===== src/rtl/network_sel_gen_if.sv =====
// Control and bank-select bundle between the transform sequencer and the datapath it drives.
interface network_sel_gen_if;
  logic       start;
  logic       mode;
  logic       sel;
  logic       sen;
  logic [1:0] sel_a_0;
  logic [1:0] sel_a_1;
  logic [1:0] sel_a_2;
  logic [1:0] sel_a_3;
  logic [2:0] stage;
  logic       busy;
  logic       done;

  modport master (
    output start, mode,
    input  sel, sen, sel_a_0, sel_a_1, sel_a_2, sel_a_3, stage, busy, done
  );

  modport slave (
    input  start, mode,
    output sel, sen, sel_a_0, sel_a_1, sel_a_2, sel_a_3, stage, busy, done
  );
endinterface


===== src/rtl/network_sel_gen.sv =====
// Stage/cycle sequencer for an (I)NTT pass: walks stages and butterfly cycles, flushes, pulses done.
// Bank-routing selects rotate by (cnt + stage) mod 4 and lag the counters by one cycle.
module network_sel_gen #(
  parameter int data_width = 12,
  parameter int cnt_width  = 6,
  parameter int stage_num  = 7
) (
  input logic               clk,
  input logic               rst,
  network_sel_gen_if.slave  bus
);

  localparam int         unused_data_width = data_width;
  localparam logic [2:0] last_stage        = 3'(stage_num - 1);

  typedef enum logic [1:0] {IDLE, RUN, FLUSH, DONE} state_t;

  state_t               state_q, state_d;
  logic [cnt_width-1:0] cnt_q, cnt_d;
  logic [2:0]           stage_q, stage_d;
  logic [3:0]           flush_q, flush_d;
  logic                 sel_q, sel_d;
  logic                 sen_q, sen_d;
  logic                 busy_q, busy_d;
  logic                 done_q, done_d;
  logic [3:0][1:0]      sel_a_q, sel_a_d;
  logic [1:0]           rot;
  logic [3:0]           flush_last;

  always_comb begin
    state_d    = state_q;
    cnt_d      = cnt_q;
    stage_d    = stage_q;
    flush_d    = flush_q;
    sel_d      = sel_q;
    sel_a_d    = sel_a_q;
    rot        = cnt_q[1:0] + stage_q[1:0];
    // INTT needs the longer drain of its extra output scaling stages.
    flush_last = sel_q ? 4'd12 : 4'd6;
    sen_d      = (state_q == RUN) || (state_q == FLUSH);
    busy_d     = (state_q == RUN) || (state_q == FLUSH);
    done_d     = (state_q == DONE);

    if (state_q == RUN) begin
      for (int i = 0; i < 4; i++) begin
        sel_a_d[i] = 2'(i) + rot;
      end
    end

    case (state_q)
      IDLE: begin
        if (bus.start) begin
          sel_d   = bus.mode;
          cnt_d   = '0;
          stage_d = '0;
          state_d = RUN;
        end
      end
      RUN: begin
        cnt_d = cnt_q + cnt_width'(1);
        if (&cnt_q) begin
          if (stage_q == last_stage) begin
            state_d = FLUSH;
            flush_d = '0;
          end else begin
            stage_d = stage_q + 3'd1;
          end
        end
      end
      FLUSH: begin
        if (flush_q == flush_last) begin
          state_d = DONE;
        end else begin
          flush_d = flush_q + 4'd1;
        end
      end
      DONE:    state_d = IDLE;
      default: state_d = IDLE;
    endcase
  end

  always_ff @(posedge clk) begin
    if (rst) begin
      state_q <= IDLE;
      cnt_q   <= '0;
      stage_q <= '0;
      flush_q <= '0;
      sel_q   <= 1'b0;
      sen_q   <= 1'b0;
      busy_q  <= 1'b0;
      done_q  <= 1'b0;
      sel_a_q <= {2'd3, 2'd2, 2'd1, 2'd0};
    end else begin
      state_q <= state_d;
      cnt_q   <= cnt_d;
      stage_q <= stage_d;
      flush_q <= flush_d;
      sel_q   <= sel_d;
      sen_q   <= sen_d;
      busy_q  <= busy_d;
      done_q  <= done_d;
      sel_a_q <= sel_a_d;
    end
  end

  assign bus.sel     = sel_q;
  assign bus.sen     = sen_q;
  assign bus.busy    = busy_q;
  assign bus.done    = done_q;
  assign bus.stage   = stage_q;
  assign bus.sel_a_0 = sel_a_q[0];
  assign bus.sel_a_1 = sel_a_q[1];
  assign bus.sel_a_2 = sel_a_q[2];
  assign bus.sel_a_3 = sel_a_q[3];

endmodule


===== src/flat_wrapper.sv =====
// flat-port wrapper written by rule: the top's interface ports become plain ports
module network_sel_gen_flat 
#(
  parameter int data_width = 12,
  parameter int cnt_width  = 6,
  parameter int stage_num  = 7
)
  (clk, rst, bus_start, bus_mode, bus_sel, bus_sen, bus_sel_a_0, bus_sel_a_1, bus_sel_a_2, bus_sel_a_3, bus_stage, bus_busy, bus_done);
  network_sel_gen_if bus_i ();
  input logic clk;
  input logic rst;
  input wire logic [$bits(bus_i.start)-1:0] bus_start;
  input wire logic [$bits(bus_i.mode)-1:0] bus_mode;
  output wire logic [$bits(bus_i.sel)-1:0] bus_sel;
  output wire logic [$bits(bus_i.sen)-1:0] bus_sen;
  output wire logic [$bits(bus_i.sel_a_0)-1:0] bus_sel_a_0;
  output wire logic [$bits(bus_i.sel_a_1)-1:0] bus_sel_a_1;
  output wire logic [$bits(bus_i.sel_a_2)-1:0] bus_sel_a_2;
  output wire logic [$bits(bus_i.sel_a_3)-1:0] bus_sel_a_3;
  output wire logic [$bits(bus_i.stage)-1:0] bus_stage;
  output wire logic [$bits(bus_i.busy)-1:0] bus_busy;
  output wire logic [$bits(bus_i.done)-1:0] bus_done;
  assign bus_i.start = bus_start;
  assign bus_i.mode = bus_mode;
  assign bus_sel = bus_i.sel;
  assign bus_sen = bus_i.sen;
  assign bus_sel_a_0 = bus_i.sel_a_0;
  assign bus_sel_a_1 = bus_i.sel_a_1;
  assign bus_sel_a_2 = bus_i.sel_a_2;
  assign bus_sel_a_3 = bus_i.sel_a_3;
  assign bus_stage = bus_i.stage;
  assign bus_busy = bus_i.busy;
  assign bus_done = bus_i.done;
  network_sel_gen #(.data_width(data_width), .cnt_width(cnt_width), .stage_num(stage_num)) u_core (.clk(clk), .rst(rst), .bus(bus_i));
endmodule

===== config.mk =====
export PLATFORM = sky130hd
export DESIGN_NAME = network_sel_gen_flat
export DESIGN_NICKNAME = d
export VERILOG_FILES = /design/src/rtl/network_sel_gen_if.sv /design/src/rtl/network_sel_gen.sv /design/src/flat_wrapper.sv
export SDC_FILE = /design/constraint.sdc
export NUM_CORES = 1
export LEC_CHECK = 0
export CAP_MARGIN = 15
export CELL_PAD_IN_SITES_DETAIL_PLACEMENT = 1
export CELL_PAD_IN_SITES_GLOBAL_PLACEMENT = 1
export CORE_ASPECT_RATIO = 1.2
export CORE_MARGIN = 10
export CORE_UTILIZATION = 36
export DETAILED_ROUTE_END_ITERATION = 8
export PLACE_DENSITY_LB_ADDON = 0.1
export SYNTH_ARGS = -nofsm -noshare
export SYNTH_HDL_FRONTEND = slang
export SYNTH_SLANG_ARGS = --single-unit

===== constraint.sdc =====
create_clock -name clk -period 1.95 [get_ports clk]
set_clock_uncertainty 0.1 [all_clocks]
set_input_delay 0.2925 -clock clk [delete_from_list [all_inputs] [get_ports clk]]
set_output_delay 0.2925 -clock clk [all_outputs]
set_load 0.01 [all_outputs]

### Yosys cells after proc, flatten, opt, wreduce, memory -nomap -nowiden

Index checks and enable logic that the tools add are counted.

| word-level totals | value |
|---|---|
| bits in registers | 26 |
| output and inout port bits | 15 |
| logic and storage cells | 55 |

| operators by class | value |
|---|---|
| $add $sub $neg | 7 |
| eq/ne operators | 11 |
| muxes and demuxes | 16 |
| reductions and logical operators | 10 |

Operators with widths:

| operator | number |
|---|---|
| $mux 4 | 4 |
| $ne 2x2->1 const B | 6 |
| $pmux 6 s2 | 1 |
| $reduce_and 4->1 | 3 |
| $mux 3 | 3 |
| $mux 2 | 4 |
| $pmux 2 s4 | 1 |
| $pmux 4 s2 | 1 |
| $add 6x1->6 const B | 1 |
| $mux 6 | 1 |
| $pmux 3 s2 | 1 |
| $reduce_and 6->1 | 1 |
| $add 2x2->2 const A | 2 |
| $add 4x1->4 const B | 1 |
| $eq 2x2->1 const B | 2 |
| $eq 4x4->1 | 1 |
| $reduce_and 2->1 | 2 |
| $reduce_bool 2->1 | 2 |
| $add 3x1->3 const B | 1 |
| $eq 3x3->1 const B | 1 |
| $add 1x2->2 const A | 1 |
| $add 2x2->2 | 1 |
| $eq 2x1->1 const B | 1 |
| $logic_not 2->1 | 1 |
| $logic_or 1x1->1 | 1 |

### Longest topological paths before layout

Gate-level depths: netlist (run 1).

| logic depth | value |
|---|---|
| word-level depth | 4 |
| mapped depth | 7 |
| gate-level depth less buffers | 6 |

### Worst setup path after synthesis (run 1)

OpenSTA, ideal clock, no wires.

| timing path | value |
|---|---|
| path type | register -> register |
| start | register u_core.stage_q[1] (netlist: u_core.bus.stage[1]) |
| end | register u_core.state_q[1] |
| library setup time | 0.123 ns |
| arrival time | 1.668 ns |
| required time | 1.727 ns |
| setup slack | 0.059 ns |
| cell stages (with the launch flop) | 6 |
| buffers on the path | 0 |
| clock period less this slack | 1.891 ns |
| cells stage by stage | dfxtp_1 ha_1 nand2_1 or3_1 a222oi_1 mux2_1 |

| between the ends | value |
|---|---|
| word-level cells in the longest chain between the ends | 3 |

Ends and longest elaborated chain:

| what | line | RTL |
|---|---|---|
| from (decl) | network_sel_gen.sv:20 | `logic [2:0] stage_q, stage_d;` |
| from (signal assigned) | network_sel_gen.sv:96 | `stage_q <= stage_d;` |
| $eq 3x3->1 | network_sel_gen.sv:62 | `if (stage_q == last_stage) begin` |
| $ne 2x2->1 (no source line) | -- |  |
| $reduce_and 4->1 (no source line) | -- |  |
| to (signal assigned) | network_sel_gen.sv:94 | `state_q <= state_d;` |
| to (decl) | network_sel_gen.sv:18 | `state_t state_q, state_d;` |

No other way between the ends.
A chain may end at the register's enable or synchronous reset.

### Worst setup path after layout (run 1)

| timing path | value |
|---|---|
| start | register u_core.cnt_q[1] |
| end | register u_core.state_q[1] |

| between the ends | value |
|---|---|
| word-level cells in the longest chain between the ends | 3 |

Ends and longest elaborated chain:

| what | line | RTL |
|---|---|---|
| from (decl) | network_sel_gen.sv:19 | `logic [cnt_width-1:0] cnt_q, cnt_d;` |
| from (signal assigned) | network_sel_gen.sv:95 | `cnt_q <= cnt_d;` |
| $reduce_and 6->1 | network_sel_gen.sv:61 | `if (&cnt_q) begin` |
| $ne 2x2->1 (no source line) | -- |  |
| $reduce_and 4->1 (no source line) | -- |  |

No other way between the ends.

==> results of run 1 <==
[critical path: cells and delay by family (launching register included)]
| kind | cells | cell delay [ns] |
|---|---|---|
| AND/OR/NAND/NOR | 2 | 0.43 |
| flip-flops | 1 | 0.36 |
| multiplexers | 1 | 0.36 |
| adder cells (fa/ha/maj) | 1 | 0.15 |
| AO/OA/AOI/OAI | 1 | 0.33 |
[metal layers]
layer	wire length, µm	track usage [%]
met3	120	2.62
met1	1470	12.6
met5	0	0
met2	1740	19.9
met4	67	4.07
[report_power, final]
part | switching [mW] | total (mW) | internal (mW)
combinational | 0.443 | 0.866 | 0.423
sequential | 0.0578 | 0.631 | 0.573
clock | 0.157 | 0.296 | 0.138
[final cells by class]
type / count / share of cell area, %
clock buffers: 3 / 2.54
inverters: 7 / 1.62
multi-input cells: 98 / 43.8
flip-flops and latches: 24 / 29.8
well taps: 37 / 2.85
repair buffers: 36 / 19.4
[state kept, by name, indices dropped and copies added (netlist names), 2 cells and up]
| name | cells |
|---|---|
| u_core.bus.sel_a_2 | 2 |
| u_core.bus.sel_a_3 | 2 |
| u_core.bus.stage | 3 |
| u_core.cnt_q | 6 |
| u_core.flush_q | 4 |
| u_core.state_q | 2 |
[cell usage after synthesis (all sizes together) (2+ instances only)]
cell type and instances:
clkbuf 3, o21ai 8, nand4 3, xor2 2, o21a 2, mux2 2, nand2 14, nor2b 2
o31ai 2, nand3 3, buf 6, or3 4, nor2 9, dfxtp 24, a21oi 14, xnor2 2
mux2i 2, inv 7, ha 9
[cells by family after synthesis]
family                   share of synthesized area [%]
AO/OA/AOI/OAI                                     17.6
XOR/XNOR                                          4.77
adder cells (fa/ha/maj)                           9.14
buffers and inverters                             5.99
flip-flops                                        39.0
multiplexers                                      3.45
AND/OR/NAND/NOR                                   20.1
[through the flow]
stage / std cells / hold slack (ns) / utilization [%]
after floorplan: 138 / 0.340 / -
after global placement: 201 / 0.335 / 46.5
after detailed placement: 201 / 0.356 / 46.5
after CTS: 204 / 0.369 / 47.8
after global routing: 205 / 0.400 / 49.1
final: 205 / 0.370 / 49.1
[worst paths after layout]
check | startpoint | end
worst max-delay path | u_core.cnt_q[1]$_SDFFE_PP0P_ | u_core.state_q[1]$_SDFFE_PP0P_
worst min-delay path | u_core.bus.sel_a_3[1]$_SDFFE_PP1P_ | u_core.bus.sel_a_3[1]$_SDFFE_PP1P_
worst max register to register | u_core.cnt_q[1]$_SDFFE_PP0P_ | u_core.state_q[1]$_SDFFE_PP0P_
worst min register to register | u_core.bus.sel_a_3[1]$_SDFFE_PP1P_ | u_core.bus.sel_a_3[1]$_SDFFE_PP1P_
[timing repair]
item	4_1_cts	5_1_grt
gates resized for setup	0	10
buffers inserted	0	1
setup endpoints to repair	0	10
==> impl_metrics.prom, run 1 <==
# TYPE chip_impl_metric gauge
chip_impl_metric{name="area_of_combinational_cells_with_multiple_inputs",unit="µm²"} 711
chip_impl_metric{name="synth_instances",unit=""} 138
chip_impl_metric{name="overflow",unit=""} 0
chip_impl_metric{name="setup-violations-final",unit=""} 0
chip_impl_metric{name="max_cap_viol_count",unit=""} 0
chip_impl_metric{name="worst_skew_pair.late_latency",unit="ns"} 0.27
chip_impl_metric{name="dpl_cell_area",unit="µm²"} 1540
chip_impl_metric{name="grtUsageTotal",unit="%"} 11.3
chip_impl_metric{name="grt_max_degree",unit=""} 13
chip_impl_metric{name="ctsHoldBuffers",unit=""} 0
chip_impl_metric{name="r2r_slack",unit="ns"} 0.1
chip_impl_metric{name="area.sequential",unit="µm²"} 484
chip_impl_metric{name="setup_tns",unit="ns"} 0
chip_impl_metric{name="ir_drop",unit="V"} 0.000712
chip_impl_metric{name="antenna_violations_before_repair",unit=""} 0
chip_impl_metric{name="area_growth_syn_to_layout",unit="%"} 31.8
chip_impl_metric{name="fp.coreArea",unit="µm²"} 3310
chip_impl_metric{name="cpPeakStageDelay",unit="ns"} 0.36
chip_impl_metric{name="post_synth_instance_area",unit="µm²"} 1230
chip_impl_metric{name="p_per_area",unit="nW/µm²"} 1100
chip_impl_metric{name="chipWidth",unit="µm"} 73.4
chip_impl_metric{name="worst-path-max-fanout",unit=""} 2
chip_impl_metric{name="routed_wire_length_per_instance",unit="µm"} 16.5
chip_impl_metric{name="finalCritPeriodShare",unit="%"} 94.9
chip_impl_info{name="layout.cells.most_common_list",value="sky130_fd_sc_hd__dfxtp_1, sky130_fd_sc_hd__clkdlybuf4s50_1, sky130_fd_sc_hd__buf_4, sky130_fd_sc_hd__a21oi_1, sky130_fd_sc_hd__nand2_1"} 1
chip_impl_metric{name="initial_core_utilization",unit="%"} 37.2
chip_impl_metric{name="synth_async_sr_flop_share",unit="%"} 0
chip_impl_metric{name="first_global_vias",unit=""} 1182
chip_impl_metric{name="route.detailed.vias_per_inst",unit=""} 5.31
chip_impl_info{name="tritoncts_clock_tree",value="done"} 1
chip_impl_metric{name="route.final.wire_length",unit="mm"} 3.39
chip_impl_metric{name="number_of_core_rows",unit=""} 23
chip_impl_metric{name="antenna_left",unit=""} 0
chip_impl_info{name="mostFrequentLayoutCell",value="sky130_fd_sc_hd__dfxtp_1"} 1
chip_impl_metric{name="worstHoldPathCells",unit=""} 2
chip_impl_metric{name="timing.final.max_slew_violations",unit=""} 0
chip_impl_info{name="timing.critical_path.to_type",value="register"} 1
chip_impl_metric{name="timing.final.crit_period",unit="ns"} 1.85
chip_impl_info{name="nature_of_the_critical_path_startpoint",value="register"} 1
chip_impl_metric{name="cp_data_arrival_time",unit="ns"} 1.91
chip_impl_metric{name="placement.io_buffers",unit=""} 18
chip_impl_info{name="worst-setup-path-type",value="reg2reg"} 1
chip_impl_metric{name="die_height",unit="µm"} 84.1
chip_impl_info{name="cpMaxStageDelayCell",value="sky130_fd_sc_hd__dfxtp_2"} 1
chip_impl_metric{name="antenna_cells",unit=""} 0
chip_impl_metric{name="layout.nets",unit=""} 183
chip_impl_metric{name="fmaxAchievable",unit="GHz"} 0.540
chip_impl_metric{name="syn_nets",unit=""} 151
chip_impl_info{name="hold_path_class",value="reg2reg"} 1
chip_impl_info{name="synth.largest_area_cell",value="sky130_fd_sc_hd__dfxtp_1"} 1
chip_impl_metric{name="gp_congestion",unit=""} 0.776
chip_impl_metric{name="n_fill_cell",unit=""} 386
chip_impl_info{name="synth_ff_type",value="sky130_fd_sc_hd__dfxtp_1"} 1
chip_impl_metric{name="max_slew.worst_pin.slew",unit="ns"} 0.450
chip_impl_metric{name="share_of_post_route_cells_with_drive_strength_above_1",unit="%"} 21.4
chip_impl_metric{name="die_area",unit="µm²"} 6170
chip_impl_metric{name="synth_enable_flop_cells",unit=""} 0
chip_impl_metric{name="design_area",unit="µm²"} 1620
chip_impl_metric{name="r2r_cells",unit=""} 5
chip_impl_metric{name="yosysSeqAreaShare",unit="%"} 39.0
chip_impl_metric{name="grt_pass1_wl",unit="mm"} 5.62
chip_impl_info{name="outcome",value="finished, final reports clean"} 1
chip_impl_metric{name="boundaryPins",unit=""} 19
chip_impl_metric{name="drt_first_pass_iters",unit=""} 4
chip_impl_metric{name="cts_buffer_count",unit=""} 3
chip_impl_metric{name="post-dp-hpwl",unit="mm"} 2.61
chip_impl_metric{name="synth-seq-cells",unit=""} 24
chip_impl_info{name="cts-root-buf",value="sky130_fd_sc_hd__clkbuf_8"} 1
chip_impl_metric{name="warnings_from_yosys",unit=""} 0
chip_impl_metric{name="final_setup_margin",unit="ns"} 0.0993
chip_impl_metric{name="cts_htree_levels",unit=""} 1
chip_impl_metric{name="cts_sinks",unit=""} 24
chip_impl_metric{name="drtIter0Drc",unit=""} 69
chip_impl_metric{name="netlist-cell-type-count",unit=""} 46
chip_impl_metric{name="hold_violations",unit=""} 0
chip_impl_info{name="grt_setup_unrepaired",value="no"} 1
chip_impl_metric{name="total_power",unit="mW"} 1.79
chip_impl_metric{name="static-leakage-power",unit="nW"} 0.608
chip_impl_metric{name="worst-endpoint-required",unit="ns"} 2.01
chip_impl_metric{name="drc_errors",unit=""} 0
chip_impl_metric{name="dp_slack",unit="ns"} 0.0734
chip_impl_info{name="synthTopCellsByArea",value="sky130_fd_sc_hd__dfxtp_1, sky130_fd_sc_hd__ha_1, sky130_fd_sc_hd__a21oi_1"} 1
chip_impl_metric{name="detailroute.via_count",unit=""} 1089
chip_impl_metric{name="cts_max_path_buffers",unit=""} 2
chip_impl_metric{name="synth_top_cell_area_share",unit="%"} 39.0
chip_impl_metric{name="timing.slew.headroom",unit="%"} 69.7
chip_impl_info{name="path_cells",value="ha_4 -> nand3_2 -> or3_1 -> a222oi_1 -> mux2_1"} 1
chip_impl_metric{name="synth.avg_cell_area",unit="µm²"} 8.93
chip_impl_metric{name="clk_pin_slew_worst_paths",unit="ns"} 0.08
Note: power is estimated with default switching activity, not from simulation.
==> inputs of run 2 (changes only) <==
--- a/config.mk
+++ b/config.mk
@@ -12,7 +12,9 @@
 export CORE_MARGIN = 10
 export CORE_UTILIZATION = 36
 export DETAILED_ROUTE_END_ITERATION = 8
+export GPL_TIMING_DRIVEN = 0
 export PLACE_DENSITY_LB_ADDON = 0.1
+export SETUP_SLACK_MARGIN = 0.2
 export SYNTH_ARGS = -nofsm -noshare
 export SYNTH_HDL_FRONTEND = slang
 export SYNTH_SLANG_ARGS = --single-unit
==> run 2 against run 1 <==
Clock power rose by 52%. Die area did not move. Design area rose by 13%. Sequential power rose by 3.8%. Critical path type unchanged.
==> impl_metrics.prom, run 2 (synthesis gave the netlist of run 1 again) <==
# TYPE chip_impl_metric gauge
chip_impl_metric{name="cts_sinks",unit=""} 24
chip_impl_metric{name="drtIter0Drc",unit=""} 85
chip_impl_metric{name="grt_max_degree",unit=""} 15
chip_impl_metric{name="max_slew.worst_pin.slew",unit="ns"} 0.546
chip_impl_metric{name="layout.nets",unit=""} 188
chip_impl_metric{name="die_area",unit="µm²"} 6170
chip_impl_metric{name="routed_wire_length_per_instance",unit="µm"} 17.2
chip_impl_info{name="layout.cells.most_common_list",value="sky130_fd_sc_hd__dfxtp_1, sky130_fd_sc_hd__buf_4, sky130_fd_sc_hd__clkdlybuf4s50_1, sky130_fd_sc_hd__nand2_1, sky130_fd_sc_hd__a21oi_1"} 1
chip_impl_metric{name="cts_htree_levels",unit=""} 1
chip_impl_metric{name="number_of_flip_flops_under_the_largest_register_name",unit=""} 6
chip_impl_metric{name="worst_skew_pair.late_latency",unit="ns"} 0.27
chip_impl_metric{name="n_fill_cell",unit=""} 375
chip_impl_info{name="cts-root-buf",value="sky130_fd_sc_hd__clkbuf_8"} 1
chip_impl_info{name="outcome",value="finished, final reports clean"} 1
chip_impl_metric{name="max_cap_viol_count",unit=""} 0
chip_impl_metric{name="drt_first_pass_iters",unit=""} 6
chip_impl_metric{name="static-leakage-power",unit="nW"} 0.725
chip_impl_metric{name="timing.slew.headroom",unit="%"} 63.6
chip_impl_metric{name="worst-endpoint-required",unit="ns"} 2.02
chip_impl_metric{name="postLayoutCoreUtil",unit="%"} 55.5
chip_impl_metric{name="dp_slack",unit="ns"} -0.0772
chip_impl_metric{name="share_of_post_route_cells_with_drive_strength_above_1",unit="%"} 32.2
chip_impl_metric{name="finalCritPeriodShare",unit="%"} 94.4
chip_impl_metric{name="antenna_left",unit=""} 0
chip_impl_metric{name="overflow",unit=""} 0
chip_impl_metric{name="drc_errors",unit=""} 0
chip_impl_metric{name="die_height",unit="µm"} 84.1
chip_impl_metric{name="post-dp-hpwl",unit="mm"} 2.38
chip_impl_metric{name="timing.final.max_slew_violations",unit=""} 0
chip_impl_metric{name="p_per_area",unit="nW/µm²"} 1280
chip_impl_info{name="tritoncts_clock_tree",value="done"} 1
chip_impl_info{name="mostFrequentLayoutCell",value="sky130_fd_sc_hd__dfxtp_1"} 1
chip_impl_metric{name="area_growth_syn_to_layout",unit="%"} 48.9
chip_impl_metric{name="initial_core_utilization",unit="%"} 37.2
chip_impl_metric{name="cts_max_path_buffers",unit=""} 2
chip_impl_metric{name="hold_violations",unit=""} 0
chip_impl_metric{name="setup-violations-final",unit=""} 0
chip_impl_info{name="grt_setup_unrepaired",value="yes"} 1
chip_impl_metric{name="antenna_violations_before_repair",unit=""} 0
chip_impl_metric{name="fmaxAchievable",unit="GHz"} 0.543
chip_impl_metric{name="chipWidth",unit="µm"} 73.4
chip_impl_metric{name="boundaryPins",unit=""} 19
chip_impl_info{name="hold_path_class",value="in2reg"} 1
chip_impl_metric{name="number_of_core_rows",unit=""} 23
chip_impl_metric{name="final_setup_margin",unit="ns"} 0.109
chip_impl_info{name="worst-setup-path-type",value="reg2reg"} 1
chip_impl_metric{name="cp_data_arrival_time",unit="ns"} 1.91
chip_impl_metric{name="route.final.wire_length",unit="mm"} 3.64
chip_impl_metric{name="grt_pass1_wl",unit="mm"} 6.09
chip_impl_metric{name="clk_pin_slew_worst_paths",unit="ns"} 0.09
chip_impl_metric{name="first_global_vias",unit=""} 1276
chip_impl_metric{name="ir_drop",unit="V"} 0.000789
chip_impl_metric{name="fp.coreArea",unit="µm²"} 3310
chip_impl_metric{name="placement.io_buffers",unit=""} 17
chip_impl_metric{name="detailroute.via_count",unit=""} 1149
chip_impl_info{name="largest-register",value="u_core.cnt_q"} 1
chip_impl_info{name="timing.critical_path.to_type",value="register"} 1
chip_impl_metric{name="worst-path-max-fanout",unit=""} 7
chip_impl_metric{name="cts_buffer_count",unit=""} 3
chip_impl_metric{name="route.detailed.vias_per_inst",unit=""} 5.45
chip_impl_metric{name="grtUsageTotal",unit="%"} 12.0
chip_impl_metric{name="gp_congestion",unit=""} 0.791
chip_impl_metric{name="antenna_cells",unit=""} 0
chip_impl_metric{name="timing.final.crit_period",unit="ns"} 1.84
chip_impl_info{name="nature_of_the_critical_path_startpoint",value="register"} 1
[run 2: cell types whose count changed in the layout (fill, tap and decap cells not counted), sizes merged]
cell           delta
bufinv            +1
clkdlybuf4s50     -3
mux2i             +1
clkbuf            +5
dlymetal6s2s      +2
[run 2: worst paths after layout]
path                                                            to  depth (start not counted)  slack (ns)                               start
worst max-delay path                u_core.state_q[1]$_SDFFE_PP0P_                          5        0.11      u_core.flush_q[0]$_SDFFE_PP0P_
worst min-delay path                    u_core.bus.done$_SDFF_PP0_                          2        0.32                                 rst
worst max register to register      u_core.state_q[1]$_SDFFE_PP0P_                          5        0.11      u_core.flush_q[0]$_SDFFE_PP0P_
worst min register to register  u_core.bus.sel_a_3[1]$_SDFFE_PP1P_                          2        0.36  u_core.bus.sel_a_3[1]$_SDFFE_PP1P_
[run 2: final cells by class]
| type | count | area [µm²] | share of cell area [%] |
|---|---|---|---|
| sequential | 24 | 502 | 27.3 |
| timing repair buffer | 31 | 302 | 16.4 |
| clock inverter | 1 | 30.0 | 1.64 |
| tap | 37 | 46.3 | 2.52 |
| multi-input combinational | 99 | 817 | 44.5 |
| buffer | 9 | 66.3 | 3.61 |
| inverter | 7 | 31.3 | 1.70 |
| clock buffer | 3 | 41.3 | 2.25 |
[run 2: report_power, final]
part           total, mW  internal, mW  switching (mW)
combinational       1.23         0.661           0.574
sequential         0.655         0.585          0.0700
clock              0.451         0.275           0.176
total               2.34          1.52           0.820
[run 2: through the flow]
stage	hold slack, ns	total power [mW]	std cells	area [µm²]	setup TNS, ns
detailed placement	0.356	1.44	192	1490	-0.154
global placement	0.336	1.41	192	1490	-0.0188
floorplan	0.340	1.14	138	1270	0
global route	0.341	2.50	211	1840	0
finish	0.316	2.34	211	1840	0
CTS	0.299	2.21	208	1750	0
[run 2: timing repair]
item,4_1_cts,5_1_grt
pin swaps,9,9
gates resized for setup,22,17
buffers inserted,11,2
setup endpoints to repair,14,16
hold buffers,0,0
gates cloned,1,1
[run 2: routing by layer]
| metal | global-route usage (%) | vias to the layer above | part of all wire, % |
|---|---|---|---|
| met5 | 0 | - | 0 |
| met4 | 3.74 | 0 | 1.9 |
| met3 | 3.10 | 6 | 3.9 |
| met2 | 21.6 | 23 | 53 |
| met1 | 13.1 | 553 | 41 |
| li1 | - | 567 | - |
[run 2: worst max-delay path: stages (launching register included)]
cell and delay (ns):
sky130_fd_sc_hd__dfxtp_1 0.50, sky130_fd_sc_hd__and4bb_2 0.28, sky130_fd_sc_hd__o21ai_1 0.27, sky130_fd_sc_hd__a222oi_1 0.14, sky130_fd_sc_hd__buf_4 0.16, sky130_fd_sc_hd__mux2_4 0.28
